[config.mk]
export PLATFORM = sky130hd
export DESIGN_NAME = ram68k_ctrl_flat
export DESIGN_NICKNAME = d
export VERILOG_FILES = /design/src/rtl/ram68k_ctrl_if.sv /design/src/rtl/ram68k_ctrl.sv /design/src/flat_wrapper.sv
export SDC_FILE = /design/constraint.sdc
export NUM_CORES = 1
export LEC_CHECK = 0
export ABC_AREA = 1
export BUFFER_PORTS_ARGS = -buffer_cell sky130_fd_sc_hd__buf_2
export CORE_ASPECT_RATIO = 1.1
export CORE_UTILIZATION = 35
export CTS_BUF_LIST = sky130_fd_sc_hd__clkbuf_4 sky130_fd_sc_hd__clkbuf_8
export DETAILED_ROUTE_END_ITERATION = 10
export HOLD_SLACK_MARGIN = 0.06
export PLACE_DENSITY_LB_ADDON = 0.15
export SYNTH_ARGS = -nofsm -noshare
export SYNTH_HDL_FRONTEND = slang
export SYNTH_SLANG_ARGS = --single-unit
[constraint.sdc]
create_clock -name clk -period 2.55 [get_ports clk]
set_clock_uncertainty 0.2 [all_clocks]
set_input_delay 0.51 -clock clk [delete_from_list [all_inputs] [get_ports clk]]
set_output_delay 0.51 -clock clk [all_outputs]
set_load 0.01 [all_outputs]
[src/rtl/ram68k_ctrl_if.sv]
// 68k-side strobes plus the work-RAM pin group seen by the bus-cycle controller.
interface ram68k_ctrl_if;
  logic [14:0] m68k_addr;
  logic [15:0] m68k_din;
  logic [15:0] m68k_dout;
  logic        nas;
  logic        nuds;
  logic        nlds;
  logic        m68k_rw;
  logic        ram_sel;
  logic        ndtack;
  logic [14:0] ram_addr;
  logic [15:0] ram_dout;
  logic        ram_doe;
  logic [15:0] ram_din;
  logic        nceu;
  logic        ncel;
  logic        noe;
  logic        nwe;

  modport master (
    output m68k_addr, m68k_din, nas, nuds, nlds, m68k_rw, ram_sel, ram_din,
    input  m68k_dout, ndtack, ram_addr, ram_dout, ram_doe, nceu, ncel, noe, nwe
  );

  modport slave (
    input  m68k_addr, m68k_din, nas, nuds, nlds, m68k_rw, ram_sel, ram_din,
    output m68k_dout, ndtack, ram_addr, ram_dout, ram_doe, nceu, ncel, noe, nwe
  );
endinterface

[src/rtl/ram68k_ctrl.sv]
// Bus-cycle controller: 68k strobes to two byte-wide async SRAMs with wait states and nDTACK.
// All RAM-side outputs are registered; nOE and nWE are driven from disjoint states so never overlap.
module ram68k_ctrl #(
  parameter int READ_WAIT   = 4,
  parameter int WRITE_PULSE = 3
) (
  input  logic         clk,
  input  logic         reset,
  ram68k_ctrl_if.slave bus
);

  typedef enum logic [2:0] {
    IDLE, RD_WAIT, WR_SETUP, WR_PULSE, WR_HOLD, ACK_WAIT
  } state_t;

  state_t     state;
  logic [3:0] cnt;
  logic       aborted;
  logic       start;

  assign start = !bus.nas && bus.ram_sel && (!bus.nuds || !bus.nlds);

  always_ff @(posedge clk) begin
    if (reset) begin
      state         <= IDLE;
      cnt           <= '0;
      aborted       <= 1'b0;
      bus.ndtack    <= 1'b1;
      bus.nceu      <= 1'b1;
      bus.ncel      <= 1'b1;
      bus.noe       <= 1'b1;
      bus.nwe       <= 1'b1;
      bus.ram_doe   <= 1'b0;
      bus.ram_addr  <= '0;
      bus.ram_dout  <= '0;
      bus.m68k_dout <= '0;
    end else begin
      case (state)
        IDLE: begin
          if (start) begin
            bus.ram_addr <= bus.m68k_addr;
            bus.nceu     <= bus.nuds;
            bus.ncel     <= bus.nlds;
            aborted      <= 1'b0;
            if (bus.m68k_rw) begin
              state   <= RD_WAIT;
              bus.noe <= 1'b0;
              cnt     <= 4'(READ_WAIT - 1);
            end else begin
              state        <= WR_SETUP;
              bus.ram_dout <= bus.m68k_din;
              bus.ram_doe  <= 1'b1;
            end
          end
        end

        RD_WAIT: begin
          if (bus.nas) begin
            bus.noe  <= 1'b1;
            bus.nceu <= 1'b1;
            bus.ncel <= 1'b1;
            state    <= IDLE;
          end else if (cnt == 4'd0) begin
            // Only the lanes whose chip was enabled carry valid data.
            if (!bus.nceu) bus.m68k_dout[15:8] <= bus.ram_din[15:8];
            if (!bus.ncel) bus.m68k_dout[7:0]  <= bus.ram_din[7:0];
            bus.ndtack <= 1'b0;
            state      <= ACK_WAIT;
          end else begin
            cnt <= cnt - 4'd1;
          end
        end

        WR_SETUP: begin
          if (bus.nas) begin
            bus.nceu    <= 1'b1;
            bus.ncel    <= 1'b1;
            bus.ram_doe <= 1'b0;
            state       <= IDLE;
          end else begin
            bus.nwe <= 1'b0;
            cnt     <= 4'(WRITE_PULSE - 1);
            state   <= WR_PULSE;
          end
        end

        WR_PULSE: begin
          if (bus.nas) begin
            bus.nwe <= 1'b1;
            aborted <= 1'b1;
            state   <= WR_HOLD;
          end else if (cnt == 4'd0) begin
            bus.nwe    <= 1'b1;
            bus.ndtack <= 1'b0;
            state      <= WR_HOLD;
          end else begin
            cnt <= cnt - 4'd1;
          end
        end

        WR_HOLD: begin
          // Data and chip enable were held one clock past the nWE rise.
          bus.nceu    <= 1'b1;
          bus.ncel    <= 1'b1;
          bus.ram_doe <= 1'b0;
          state       <= aborted ? IDLE : ACK_WAIT;
        end

        ACK_WAIT: begin
          if (bus.nas) begin
            bus.ndtack <= 1'b1;
            bus.nceu   <= 1'b1;
            bus.ncel   <= 1'b1;
            bus.noe    <= 1'b1;
            state      <= IDLE;
          end
        end

        default: state <= IDLE;
      endcase
    end
  end

endmodule

[src/flat_wrapper.sv]
// flat-port wrapper written by rule: the top's interface ports become plain ports
module ram68k_ctrl_flat 
#(
  parameter int READ_WAIT   = 4,
  parameter int WRITE_PULSE = 3
)
  (clk, reset, bus_m68k_addr, bus_m68k_din, bus_nas, bus_nuds, bus_nlds, bus_m68k_rw, bus_ram_sel, bus_ram_din, bus_m68k_dout, bus_ndtack, bus_ram_addr, bus_ram_dout, bus_ram_doe, bus_nceu, bus_ncel, bus_noe, bus_nwe);
  ram68k_ctrl_if bus_i ();
  input  logic clk;
  input  logic reset;
  input wire logic [$bits(bus_i.m68k_addr)-1:0] bus_m68k_addr;
  input wire logic [$bits(bus_i.m68k_din)-1:0] bus_m68k_din;
  input wire logic [$bits(bus_i.nas)-1:0] bus_nas;
  input wire logic [$bits(bus_i.nuds)-1:0] bus_nuds;
  input wire logic [$bits(bus_i.nlds)-1:0] bus_nlds;
  input wire logic [$bits(bus_i.m68k_rw)-1:0] bus_m68k_rw;
  input wire logic [$bits(bus_i.ram_sel)-1:0] bus_ram_sel;
  input wire logic [$bits(bus_i.ram_din)-1:0] bus_ram_din;
  output wire logic [$bits(bus_i.m68k_dout)-1:0] bus_m68k_dout;
  output wire logic [$bits(bus_i.ndtack)-1:0] bus_ndtack;
  output wire logic [$bits(bus_i.ram_addr)-1:0] bus_ram_addr;
  output wire logic [$bits(bus_i.ram_dout)-1:0] bus_ram_dout;
  output wire logic [$bits(bus_i.ram_doe)-1:0] bus_ram_doe;
  output wire logic [$bits(bus_i.nceu)-1:0] bus_nceu;
  output wire logic [$bits(bus_i.ncel)-1:0] bus_ncel;
  output wire logic [$bits(bus_i.noe)-1:0] bus_noe;
  output wire logic [$bits(bus_i.nwe)-1:0] bus_nwe;
  assign bus_i.m68k_addr = bus_m68k_addr;
  assign bus_i.m68k_din = bus_m68k_din;
  assign bus_i.nas = bus_nas;
  assign bus_i.nuds = bus_nuds;
  assign bus_i.nlds = bus_nlds;
  assign bus_i.m68k_rw = bus_m68k_rw;
  assign bus_i.ram_sel = bus_ram_sel;
  assign bus_i.ram_din = bus_ram_din;
  assign bus_m68k_dout = bus_i.m68k_dout;
  assign bus_ndtack = bus_i.ndtack;
  assign bus_ram_addr = bus_i.ram_addr;
  assign bus_ram_dout = bus_i.ram_dout;
  assign bus_ram_doe = bus_i.ram_doe;
  assign bus_nceu = bus_i.nceu;
  assign bus_ncel = bus_i.ncel;
  assign bus_noe = bus_i.noe;
  assign bus_nwe = bus_i.nwe;
  ram68k_ctrl #(.READ_WAIT(READ_WAIT), .WRITE_PULSE(WRITE_PULSE)) u_core (.clk(clk), .reset(reset), .bus(bus_i));
endmodule
# Yosys cells after proc, flatten, opt, wreduce, memory -nomap -nowiden
# Cells that the tools add are included.
[classes]
reduce_logical = 30
add_sub_neg = 1
eq_ne = 19
muxes = 37
bitwise = 4
[op_table]
columns = ["cell", "n"]
rows = [
  ["4-bit AND reduction", 6],
  ["3-bit two-way mux", 7],
  ["4-bit two-way mux", 5],
  ["3-bit one-hot mux with 6 select lines", 1],
  ["2-bit inequality test (second input constant)", 8],
  ["1-bit two-way mux", 14],
  ["4-bit one-hot mux with 3 select lines", 1],
  ["3-bit AND reduction", 4],
  ["1-bit one-hot mux with 3 select lines", 3],
  ["3-bit nonzero test", 3],
  ["2-bit by 1-bit inequality test with 1-bit output (second input constant)", 4],
  ["1-bit one-hot mux with 2 select lines", 4],
  ["2-bit nonzero test", 4],
  ["3-bit by 2-bit == test with 1-bit output (second input constant)", 2],
  ["3-bit == test (second input constant)", 2],
  ["3-bit by 2-bit inequality test with 1-bit output (second input constant)", 2],
  ["6-bit AND reduction", 1],
  ["4-bit logical NOT", 1],
  ["2-bit two-way mux", 2],
  ["1-bit inverter", 4],
  ["2-bit OR reduction", 2],
  ["4-bit by 1-bit subtractor with 4-bit output (second input constant)", 1],
  ["3-bit by 1-bit == test with 1-bit output (second input constant)", 1],
  ["1-bit logical NOT", 3],
  ["5 further kinds", 6],
]
[word_totals]
inputBits = 54
output_inout_bits = 53
elab_cells = 104
register_bits = 61

# Logic depth before layout (Yosys ltp)
# Gate-level depths: netlist (run 1).
[depth]
word_depth = 5
mapped_depth = 9

# Least setup slack after synthesis (run 1)
# No wires, ideal clock.
[synth_path]
kind = "input-to-reg"
start = "input bus_nas"
end = "register u_core.cnt[3]"
setup_slack_ps = 941
path_buffers = 0
path_stages = 8
setup_time_ps = 113
t_arrival_ps = 1296
required_time_ps = 2237
cell_sequence = "inv_2 -> nand3_4 -> nand2_1 -> nand2_1 -> nor2_2 -> nand2_1 -> nand2_1 -> nor2_1"
[synth_via]
elab_chain_cells = 5
word_cells_on_any_way = 7
classes_between = "eq/ne: 3; reduce/logical: 4"
[synth_lines]
columns = ["element", "line_no", "text"]
rows = [
  ["start: declaration", "flat_wrapper.sv:13", "input wire logic [$bits(bus_i.nas)-1:0] bus_nas;"],
  ["1-bit logical NOT", "ram68k_ctrl.sv:21", "assign start = !bus.nas && bus.ram_sel && (!bus.nuds || !bus.nlds);"],
  ["1-bit logical AND (2 in a row)", "ram68k_ctrl.sv:21", ""],
  ["2-bit by 1-bit inequality test with 1-bit output (no line)", "--", ""],
  ["6-bit AND reduction (no line) *", "--", ""],
  ["end signal: assignment", "ram68k_ctrl.sv:48", "cnt <= 4'(READ_WAIT - 1);"],
  ["end signal: assignment", "ram68k_ctrl.sv:70", "cnt <= cnt - 4'd1;"],
  ["end signal: assignment", "ram68k_ctrl.sv:82", "cnt <= 4'(WRITE_PULSE - 1);"],
  ["end: declaration", "ram68k_ctrl.sv:17", "logic [3:0] cnt;"],
]
# Every way passes the cells marked *; elsewhere a longest branch is shown, timed or not.
# A chain may end at the register's enable or synchronous reset.

# Final worst setup path (run 1)
[layout_path]
start = "register u_core.cnt[0]"
end = "register u_core.bus.m68k_dout[2]"
[layout_via]
elab_chain_cells = 2
[layout_lines]
columns = ["element", "line_no", "text"]
rows = [
  ["4-bit logical NOT", "ram68k_ctrl.sv:63", "end else if (cnt == 4'd0) begin"],
  ["4-bit AND reduction (no line)", "--", ""],
  ["end signal: assignment", "ram68k_ctrl.sv:66", "if (!bus.ncel) bus.m68k_dout[7:0] <= bus.ram_din[7:0];"],
  ["end: declaration", "ram68k_ctrl_if.sv:28", "output m68k_dout, ndtack, ram_addr, ram_dout, ram_doe, nceu, ncel, noe, nwe"],
]
# No other way between the ends.

==> results of run 1 <==
-- how the worst max path moves through the flow --
| stage | depth (start not counted) | to | slack (ns) |
|---|---|---|---|
| after floorplan | 8 | u_core.cnt[3] | 0.94 |
| after global placement | 7 | u_core.bus.ncel | 0.60 |
| after detailed placement | 7 | u_core.bus.nceu | 0.58 |
| after CTS | 7 | u_core.bus.m68k_dout[2] | 0.73 |
| after global routing | 7 | u_core.bus.m68k_dout[1] | 0.51 |
| final | 7 | u_core.bus.m68k_dout[2] | 0.75 |
-- critical path: stages (launching register included) --
cell and delay (ns):
dfxtp_1 0.32, inv_1 0.13, ha_1 0.18, nand2_1 0.13, nor2_2 0.34, nand2_2 0.17, o21ai_0 0.18, nor2_1 0.05
-- stage by stage --
stage | instances | utilization | setup slack, ns
2_1_floorplan | 332 | - | 0.9414
3_3_place_gp | 511 | 0.4583 | 0.5999
3_5_place_dp | 511 | 0.4583 | 0.5766
4_1_cts | 527 | 0.4867 | 0.7276
5_1_grt | 527 | 0.4867 | 0.5115
6_report | 527 | 0.4867 | 0.7535
-- flip-flops by register name, indices dropped and copies added (netlist names) --
| register | count |
|---|---|
| u_core.aborted | 1 |
| u_core.bus.m68k_dout | 16 |
| u_core.bus.ncel | 1 |
| u_core.bus.nceu | 1 |
| u_core.bus.ndtack | 1 |
| u_core.bus.noe | 1 |
| u_core.bus.nwe | 1 |
| u_core.bus.ram_addr | 15 |
| u_core.bus.ram_doe | 1 |
| u_core.bus.ram_dout | 16 |
| u_core.cnt | 4 |
| u_core.state | 3 |
-- logic make-up (layout without fill, tap and decap cells) --
group / Yosys count / after routing
AND/OR/NAND/NOR: 169 / 169
AO/OA/AOI/OAI: 73 / 73
flip-flops: 61 / 61
buffers and inverters: 26 / 139
adder cells (fa/ha/maj): 2 / 2
XOR/XNOR: 1 / 1
-- per-layer routing --
layer,routed length (µm),up-vias
met5,0,-
met4,83,0
met3,336,8
met2,2946,66
met1,2847,1100
li1,-,1289
-- final cells by class --
type,count,area share
clock buffers,13,0.05257
clock inverters,3,0.005714
inverters,16,0.02095
multi-input cells,245,0.3501
flip-flops and latches,61,0.3718
well taps,82,0.03124
repair buffers,107,0.1676
-- power by group --
part | internal (mW) | total (mW) | leakage (nW) | switching [mW]
registers | 1.08 | 1.16 | 0.496 | 0.0891
clock network | 0.442 | 0.816 | 0.103 | 0.374
logic | 0.295 | 0.796 | 1.07 | 0.501
-- layout by cell type, fill, tap and decap left out --
master / netlist / layout
nor2_1: 112 / 112
buf_2: 2 / 106
dfxtp_1: 61 / 61
o21ai_0: 46 / 46
nand2_1: 34 / 34
a21oi_1: 17 / 17
clkbuf_8: 0 / 12
nand3_1: 9 / 9
inv_1: 8 / 8
inv_2: 4 / 4
nand2_2: 4 / 4
o21ai_1: 4 / 4
nor2_4: 3 / 3
inv_4: 3 / 3
clkinv_2: 1 / 3
nand2_4: 2 / 2
nor2_2: 2 / 2
a21o_1: 2 / 2
ha_1: 2 / 2
nand3_4: 1 / 1
nor2_8: 1 / 1
nand3_2: 1 / 1
o21bai_1: 1 / 1
xnor2_1: 1 / 1
o31ai_1: 1 / 1
o311ai_0: 1 / 1
a211oi_1: 1 / 1
clkinv_4: 0 / 1
clkbuf_4: 0 / 1
buf_12: 0 / 1
==> flow_summary.ini, run 1 <==
[yosys]
yosys-top-cells-area = dfxtp_1 (49%), nor2_1 (17%), o21ai_0 (9.2%)
ys_ff_latch = 61
synthSimpleGateAreaFrac = 0.2939
synth_area_um2 = 2499
ys_warn_count = 0
synth_edf_count = 0
synth_xor_xnor_area_share = 0.003505
syn_inst = 332
syn-num-nets = 388
synth_top_family_by_area = simple AND/OR/NAND/NOR gates
synthAdderAreaFrac = 0.01002
synth_area_leader_cell = dfxtp_1
synth.top_cell.area_share = 0.4887
synthTopCellsByCount = nor2_1 (112), dfxtp_1 (61), o21ai_0 (46), nand2_1 (34), a21oi_1 (17)
synth_cell_types = 29
syn_avg_cell_area_um2 = 7.526
synth_ff_type = dfxtp_1
async_flop_share = 0
seq_area_frac_synth = 0.4887
synth.most_common_cell = nor2_1
synth_compound_area_frac = 0.1527
synth_mux_area_frac = 0

[clocking]
cts_resized = 0
cts_tree = done
cts_buffers = 9
clk_path_buf_depth = 2
htreeDepth = 3
cts_hold_buffers = 0
root_buffer = clkbuf_8
clock-sinks = 61
clkLatencyLatePin_ns = 0.33
cts.clk_slew.worst_paths_ns = 0.07
post-cts-setup-buffer-count = 0

[floorplanning]
num_io_pins = 107
die_y_um = 90.62
die_width_um = 82.56
fp-row-count = 31
start_util = 0.3702
die_area_um2 = 7481
core_um2 = 6749

[critical_path]
cp.arrival_ns = 1.82
crit_type = reg -> reg
ff2ff_setup_slack_ns = 0.75
r2r_cells = 7
critical_path.max_fanout = 9
required_ns = 2.58
cp-end-kind = flip-flop
critPathLaunchType = flip-flop
critPathLaunch = u_core.cnt[0]
worstReg2RegEnd = u_core.bus.m68k_dout[2]
reg2reg_from = u_core.cnt[0]

[placed_design]
io_buffer_count = 106
hpwl_mm = 4.529
gp_congestion = 0.8944
dpl_cell_area_um2 = 3093

[drt]
wl_mm = 6.214
vias = 2463
drt_first_pass_iters = 4
ant_nets = 0
wire_per_inst_um = 11.79
via_per_inst = 4.674
drt_first_iter_violations = 65
drc_errors = 0

[timing]
setup-tns-final_ns = 0
rsz0062_at_grt = no
max_slew.worst_pin.slew_ns = 0.3883
slew_viol_final = 0
final_hold_viol_count = 0
period_share = 0.7045
max_freq_ghz = 0.5566
setup_viol = 0
max_slew_margin = 0.7408
whs_ns = 0.1637
min_period_ns = 1.797

[final_layout]
fin_nets = 496
syn_to_final_growth_pct = 31.45
design_area_um2 = 3284
seqCellArea_um2 = 1221
num_antenna_cells = 0
multi_input_area_um2 = 1150
drive_above_1_share = 0.3258
filler_cell_count = 728

[global_routing]
grt_pass1_vias = 2307
antenna_found_initial = 0
overflow = 0
busiest_layer = met2
grt_max_degree = 48
grt_pass1_wl_mm = 10.16
grt_util_met2 = 0.2817
gr-usage-met1 = 0.2159
grtUsageTotal = 0.1767
grtUsageMet3 = 0.05455

[status]
status = finished, final reports clean

[power]
finalPower_mw = 2.776
vdd_ir_drop_max_mv = 0.4057
power_density_nw_per_um2 = 845.2
leakagePower_nw = 1.671

[min_path]
min_delay_worst_endpoint = u_core.cnt[2]
holdCritPathClass = in -> reg
holdPathStages = 2
min-delay-start = reset

[job]
max_cap_viol_count = 0
Note: power is estimated with default switching activity, not from simulation.
==> inputs of run 2 (changes only) <==
--- a/config.mk
+++ b/config.mk
@@ -5,7 +5,7 @@
 export SDC_FILE = /design/constraint.sdc
 export NUM_CORES = 1
 export LEC_CHECK = 0
-export ABC_AREA = 1
+export ABC_AREA = 0
 export BUFFER_PORTS_ARGS = -buffer_cell sky130_fd_sc_hd__buf_2
 export CORE_ASPECT_RATIO = 1.1
 export CORE_UTILIZATION = 35
==> constraint.sdc (replaced) <==
create_clock -name clk -period 1.7 [get_ports clk]
set_clock_uncertainty 0.2 [all_clocks]
set_input_delay 0.34 -clock clk [delete_from_list [all_inputs] [get_ports clk]]
set_output_delay 0.34 -clock clk [all_outputs]
set_load 0.01 [all_outputs]
==> flow_summary.ini, run 2 <==
[status]
status = complete, but fails checks
violations = negative setup slack

[yosys]
async_flop_share = 0
synth_ff_type = dfxtp_1
yosys-top-cells-area = dfxtp_1 (50%), nand2_1 (10%), a21oi_1 (8.8%)
synth_area_um2 = 2447
synth_cell_types = 36
seq_area_frac_synth = 0.4990
synth.top_cell.area_share = 0.4990
synth.most_common_cell = nand2_1
ys_warn_count = 0
synthTopCellsByCount = nand2_1 (68), dfxtp_1 (61), a21oi_1 (43), nor2_1 (23), mux2i_1 (18)
syn-num-nets = 344
synth_edf_count = 0
syn_inst = 288
synth_area_leader_cell = dfxtp_1
syn_avg_cell_area_um2 = 8.498
ys_ff_latch = 61

[timing]
final.setup.worst_slack_ns = -0.3775
period_share = 1.222
max_slew.worst_pin.slew_ns = 0.2888
max_freq_ghz = 0.4814
setup_viol = 19
slew_viol_final = 0
rsz0062_at_grt = yes
setup-tns-final_ns = -6.116
min_period_ns = 2.077
max_slew_margin = 0.8050
whs_ns = 0.1700
final_hold_viol_count = 0

[critical_path]
r2r_cells = 6
cp_cell_sequence = inv_2 -> ha_4 -> or4b_4 -> or4_4 -> mux2i_1 -> nor2_1
ff2ff_setup_slack_ns = -0.38
path_buf_inv = 1
critPathLaunch = u_core.cnt[0]
cp.arrival_ns = 2.11
endpoint = u_core.bus.m68k_dout[12]
critical_path.max_fanout = 8
worst-path-stages = 6
required_ns = 1.73
crit_slowest_cell = or4_4
reg2reg_from = u_core.cnt[0]
worstReg2RegEnd = u_core.bus.m68k_dout[12]
critPathLaunchType = flip-flop
cp_top_family = simple AND/OR/NAND/NOR gates
crit_type = reg -> reg
slowest_delay_ns = 0.53
cp-end-kind = flip-flop

[floorplanning]
die_area_um2 = 7331
num_io_pins = 107
core_um2 = 6671
die_width_um = 81.73
fp-row-count = 31
start_util = 0.3668
die_y_um = 89.70

[final_layout]
top_regs = u_core.bus.m68k_dout x16, u_core.bus.ram_dout x16, u_core.bus.ram_addr x15
final_core_util = 0.6219
design_area_um2 = 4149
drive_above_1_share = 0.3912
final_cell_mix = buf_2 (106), nand2_1 (68), dfxtp_1 (56)
final_common_cell = buf_2
syn_to_final_growth_pct = 69.53
instances_no_fill = 560
num_antenna_cells = 0
fin_nets = 529

[drt]
drt_first_iter_violations = 116
drc_errors = 0
wl_mm = 7.434
via_per_inst = 4.709
ant_nets = 0
vias = 2637
wire_per_inst_um = 13.28
drt_first_pass_iters = 4

[power]
leakagePower_nw = 1.864
power_density_nw_per_um2 = 811.3
vdd_ir_drop_max_mv = 0.5448
finalPower_mw = 3.366

[global_routing]
grt_pass1_vias = 2579
grt_max_degree = 53
grtUsageTotal = 0.2206
antenna_found_initial = 0
grt_pass1_wl_mm = 12.36
overflow = 0

[placed_design]
dp_cells = 492
io_buffer_count = 106
dpl_cell_area_um2 = 3336
gp_congestion = 0.8839
hpwl_mm = 4.607
pre_cts_ws_ns = -0.5091

[clocking]
root_buffer = clkbuf_8
clock-sinks = 61
clkLatencyLatePin_ns = 0.34
htreeDepth = 3
cts_tree = done
clk_path_buf_depth = 2
cts.clk_slew.worst_paths_ns = 0.07
cts_buffers = 9

[min_path]
holdCritPathClass = in -> reg

[job]
max_cap_viol_count = 0
run 2: cell count changes after synthesis, moves of 5 or more:
| cell | delta |
|---|---|
| a21oi_1 | +26 |
| a31oi_1 | +5 |
| clkbuf_1 | +10 |
| mux2i_1 | +18 |
| nand2_1 | +34 |
| nand2b_1 | +5 |
| nand3_1 | -7 |
| nor2_1 | -89 |
| nor3_1 | +7 |
| o21ai_0 | -40 |
run 2: worst min-delay path by stage:
stage                                 start                      end  slack (ns)  depth (start not counted)
floorplan                     u_core.cnt[1]            u_core.cnt[1]        0.26                          1
global placement    u_core.bus.ram_dout[11]  u_core.bus.ram_dout[11]        0.24                          2
finish                             bus_nlds          u_core.bus.ncel        0.17                          3
CTS                                bus_nlds          u_core.bus.ncel        0.15                          3
global route                       bus_nlds          u_core.bus.ncel        0.18                          3
detailed placement  u_core.bus.ram_addr[14]  u_core.bus.ram_addr[14]        0.24                          2
run 2: repair_timing:
item                                    CTS  global route
buffers inserted                          3             1
pin swaps                                 6             9
resized for setup                         5            24
gates cloned                              0             1
endpoints found under the setup margin   34            55
hold endpoints to repair                 47             0
hold buffers                             47             0
run 2: kinds of logic (layout without fill, tap and decap cells):
kind of cell	Yosys count	after routing	share of synthesized area
and+or+nand+nor	119	119	0.2249
adders and majority gates	2	2	0.01022
buffers and inverters	23	213	0.03885
DFF	61	61	0.4990
muxes	18	18	0.07362
AOI/OAI and AO/OA	65	65	0.1534
run 2: metal layers:
metal | vias to the layer above | wire, µm | track usage
li1 | 1354 | - | -
met1 | 1197 | 3257 | 0.2741
met2 | 70 | 3714 | 0.3602
met3 | 16 | 325 | 0.05482
met4 | 0 | 137 | 0.08187
met5 | - | 0 | 0
run 2: report_power, final:
part | switching (mW) | total [mW] | leakage, nW | internal [mW]
Sequential | 0.0327 | 1.51 | 0.497 | 1.48
Clock | 0.616 | 1.30 | 0.0960 | 0.681
Combinational | 0.254 | 0.561 | 1.27 | 0.307
run 2: cell type report:
type,instances,area (µm²)
timing repair buffer,191,1359
sequential,61,1227
inverter,6,22.52
clock inverter,7,72.57
clock buffer,9,123.9
tap,82,102.6
multi-input combinational,204,1241
fill,564,2522
run 2: worst min-delay path, delay by kind of cell:
| family | cells | cell delay, ns |
|---|---|---|
| buffers and inverters | 2 | 0.21 |
| AOI/OAI and AO/OA | 1 | 0.13 |
==> inputs of run 3 (changes only) <==
--- a/config.mk
+++ b/config.mk
@@ -13,6 +13,7 @@
 export DETAILED_ROUTE_END_ITERATION = 10
 export HOLD_SLACK_MARGIN = 0.06
 export PLACE_DENSITY_LB_ADDON = 0.15
+export REMOVE_ABC_BUFFERS = 1
 export SYNTH_ARGS = -nofsm -noshare
 export SYNTH_HDL_FRONTEND = slang
 export SYNTH_SLANG_ARGS = --single-unit
==> flow_summary.ini, run 3 (same netlist as run 2, synthesis figures left out) <==
[drt]
wl_mm = 7.407
via_per_inst = 4.799
dr_wl_met2_mm = 3.700
wl_met3_um = 351
drt_first_pass_iters = 4
drt_first_iter_violations = 156
met1_length_mm = 3.170
top_layer = met4
wire_per_inst_um = 13.32
vias = 2668
ant_nets = 0
drc_errors = 0

[job]
max_cap_viol_count = 0

[clocking]
cts.clk_slew.worst_paths_ns = 0.07
clkLatencyLatePin_ns = 0.33
clock-sinks = 61
clk_path_buf_depth = 2
htreeDepth = 3
root_buffer = clkbuf_8
cts_buffers = 9
cts_tree = done

[status]
status = complete, but fails checks
violations = negative setup slack

[power]
finalPower_mw = 3.321
vdd_ir_drop_max_mv = 0.5031
leakagePower_nw = 1.848
power_density_nw_per_um2 = 810.7

[placed_design]
hpwl_mm = 4.498
gp_congestion = 0.7738
dp_cells = 488
io_buffer_count = 106
pre_cts_ws_ns = -0.5007

[timing]
setup_viol = 18
period_share = 1.269
setup-tns-final_ns = -6.879
rsz0062_at_grt = yes
final.setup.worst_slack_ns = -0.4581
max_freq_ghz = 0.4634
slew_viol_final = 0
max_slew_margin = 0.7889
min_period_ns = 2.158
max_slew.worst_pin.slew_ns = 0.3152
final_hold_viol_count = 0

[final_layout]
instances_no_fill = 556
fin_nets = 526
num_antenna_cells = 0
filler_cell_count = 591
top_regs = u_core.bus.m68k_dout x16, u_core.bus.ram_dout x16, u_core.bus.ram_addr x15
final_common_cell = buf_2
drive_above_1_share = 0.4051
final_cell_mix = buf_2 (106), nand2_1 (61), dfxtp_1 (56)
syn_to_final_growth_pct = 67.38

[critical_path]
slowest_delay_ns = 0.47
cp_cell_sequence = inv_2 -> ha_4 -> or4b_4 -> buf_6 -> nor4_4 -> buf_6 -> mux2i_1 -> nor2_1
cp.arrival_ns = 2.17
crit_type = reg -> reg
critPathLaunchType = flip-flop
required_ns = 1.72
crit_slowest_cell = or4b_4
cp-end-kind = flip-flop
critical_path.max_fanout = 8
cpMostUsedCell = buf_6

[global_routing]
grt_pass1_wl_mm = 12.06
grtUsageTotal = 0.2138
grt_max_degree = 25
overflow = 0
antenna_found_initial = 0
grt_pass1_vias = 2641

[floorplanning]
num_io_pins = 107
fp-row-count = 31
core_um2 = 6671
die_width_um = 81.73
die_y_um = 89.70
die_area_um2 = 7331
start_util = 0.3668

[min_path]
holdCritPathClass = in -> reg
## run 3: cell types whose count changed in the layout (fill, tap and decap cells not counted), sizes merged
cell	delta
inv	-2
clkinvlp	-1
clkbuf	+2
buf	-3
## run 3: power by group
| group | internal (mW) | switching, mW | total, mW | leakage [nW] |
|---|---|---|---|---|
| Combinational | 0.279 | 0.241 | 0.519 | 1.25 |
| Sequential | 1.47 | 0.0304 | 1.50 | 0.497 |
| Clock | 0.743 | 0.554 | 1.30 | 0.101 |
| Total | 2.50 | 0.825 | 3.32 | 1.85 |
## run 3: worst paths after layout
| check | start | cells past startpoint | slack, ns | endpoint |
|---|---|---|---|---|
| max reg2reg | u_core.cnt[0] | 8 | -0.46 | u_core.bus.m68k_dout[3] |
| min reg2reg | u_core.bus.ram_dout[0] | 2 | 0.25 | u_core.bus.ram_dout[0] |
| min | reset | 2 | 0.1 | u_core.bus.ram_dout[2] |
| max | u_core.cnt[0] | 8 | -0.46 | u_core.bus.m68k_dout[3] |
## run 3: cell type report
class                           count  area, µm²  share of cell area
Clock buffer                       11      151.4             0.03696
Clock inverter                      4      47.55             0.01161
Inverter                            6      22.52            0.005498
Multi-Input combinational cell    204       1257              0.3070
Sequential cell                    61       1232              0.3009
Tap cell                           82      102.6             0.02505
Timing Repair Buffer              188       1282              0.3131
## run 3: worst max-delay path: cells and delay by family, from the launching register on
family / cells / cell delay [ns]
adder cells (fa/ha/maj): 1 / 0.13
AND/OR/NAND/NOR: 3 / 0.76
buffers and inverters: 3 / 0.41
multiplexers: 1 / 0.21
flip-flops: 1 / 0.33
## run 3: per-stage QoR
stage               hold WS, ns    util  area [µm²]
global placement         0.2387  0.4835        3226
global route            0.09571  0.6140        4096
floorplan                0.2091       -        2375
CTS                     0.07958  0.6037        4028
detailed placement       0.2446  0.4835        3226
finish                  0.09581  0.6140        4096
## run 3: repair_timing
| item | CTS | global route |
|---|---|---|
| pin swaps | 8 | 12 |
| resized for setup | 30 | 23 |
| endpoints found under the setup margin | 54 | 50 |
| buffers inserted | 5 | 2 |
| endpoints found under the hold margin | 47 | 0 |
| cloned | 1 | 1 |
| hold buffers | 47 | 0 |
## run 3: metal layers
| layer | track usage | vias to the layer above |
|---|---|---|
| met4 | 0.1111 | 0 |
| met5 | 0 | - |
| met1 | 0.2486 | 1227 |
| li1 | - | 1345 |
| met3 | 0.04975 | 19 |
| met2 | 0.3547 | 77 |
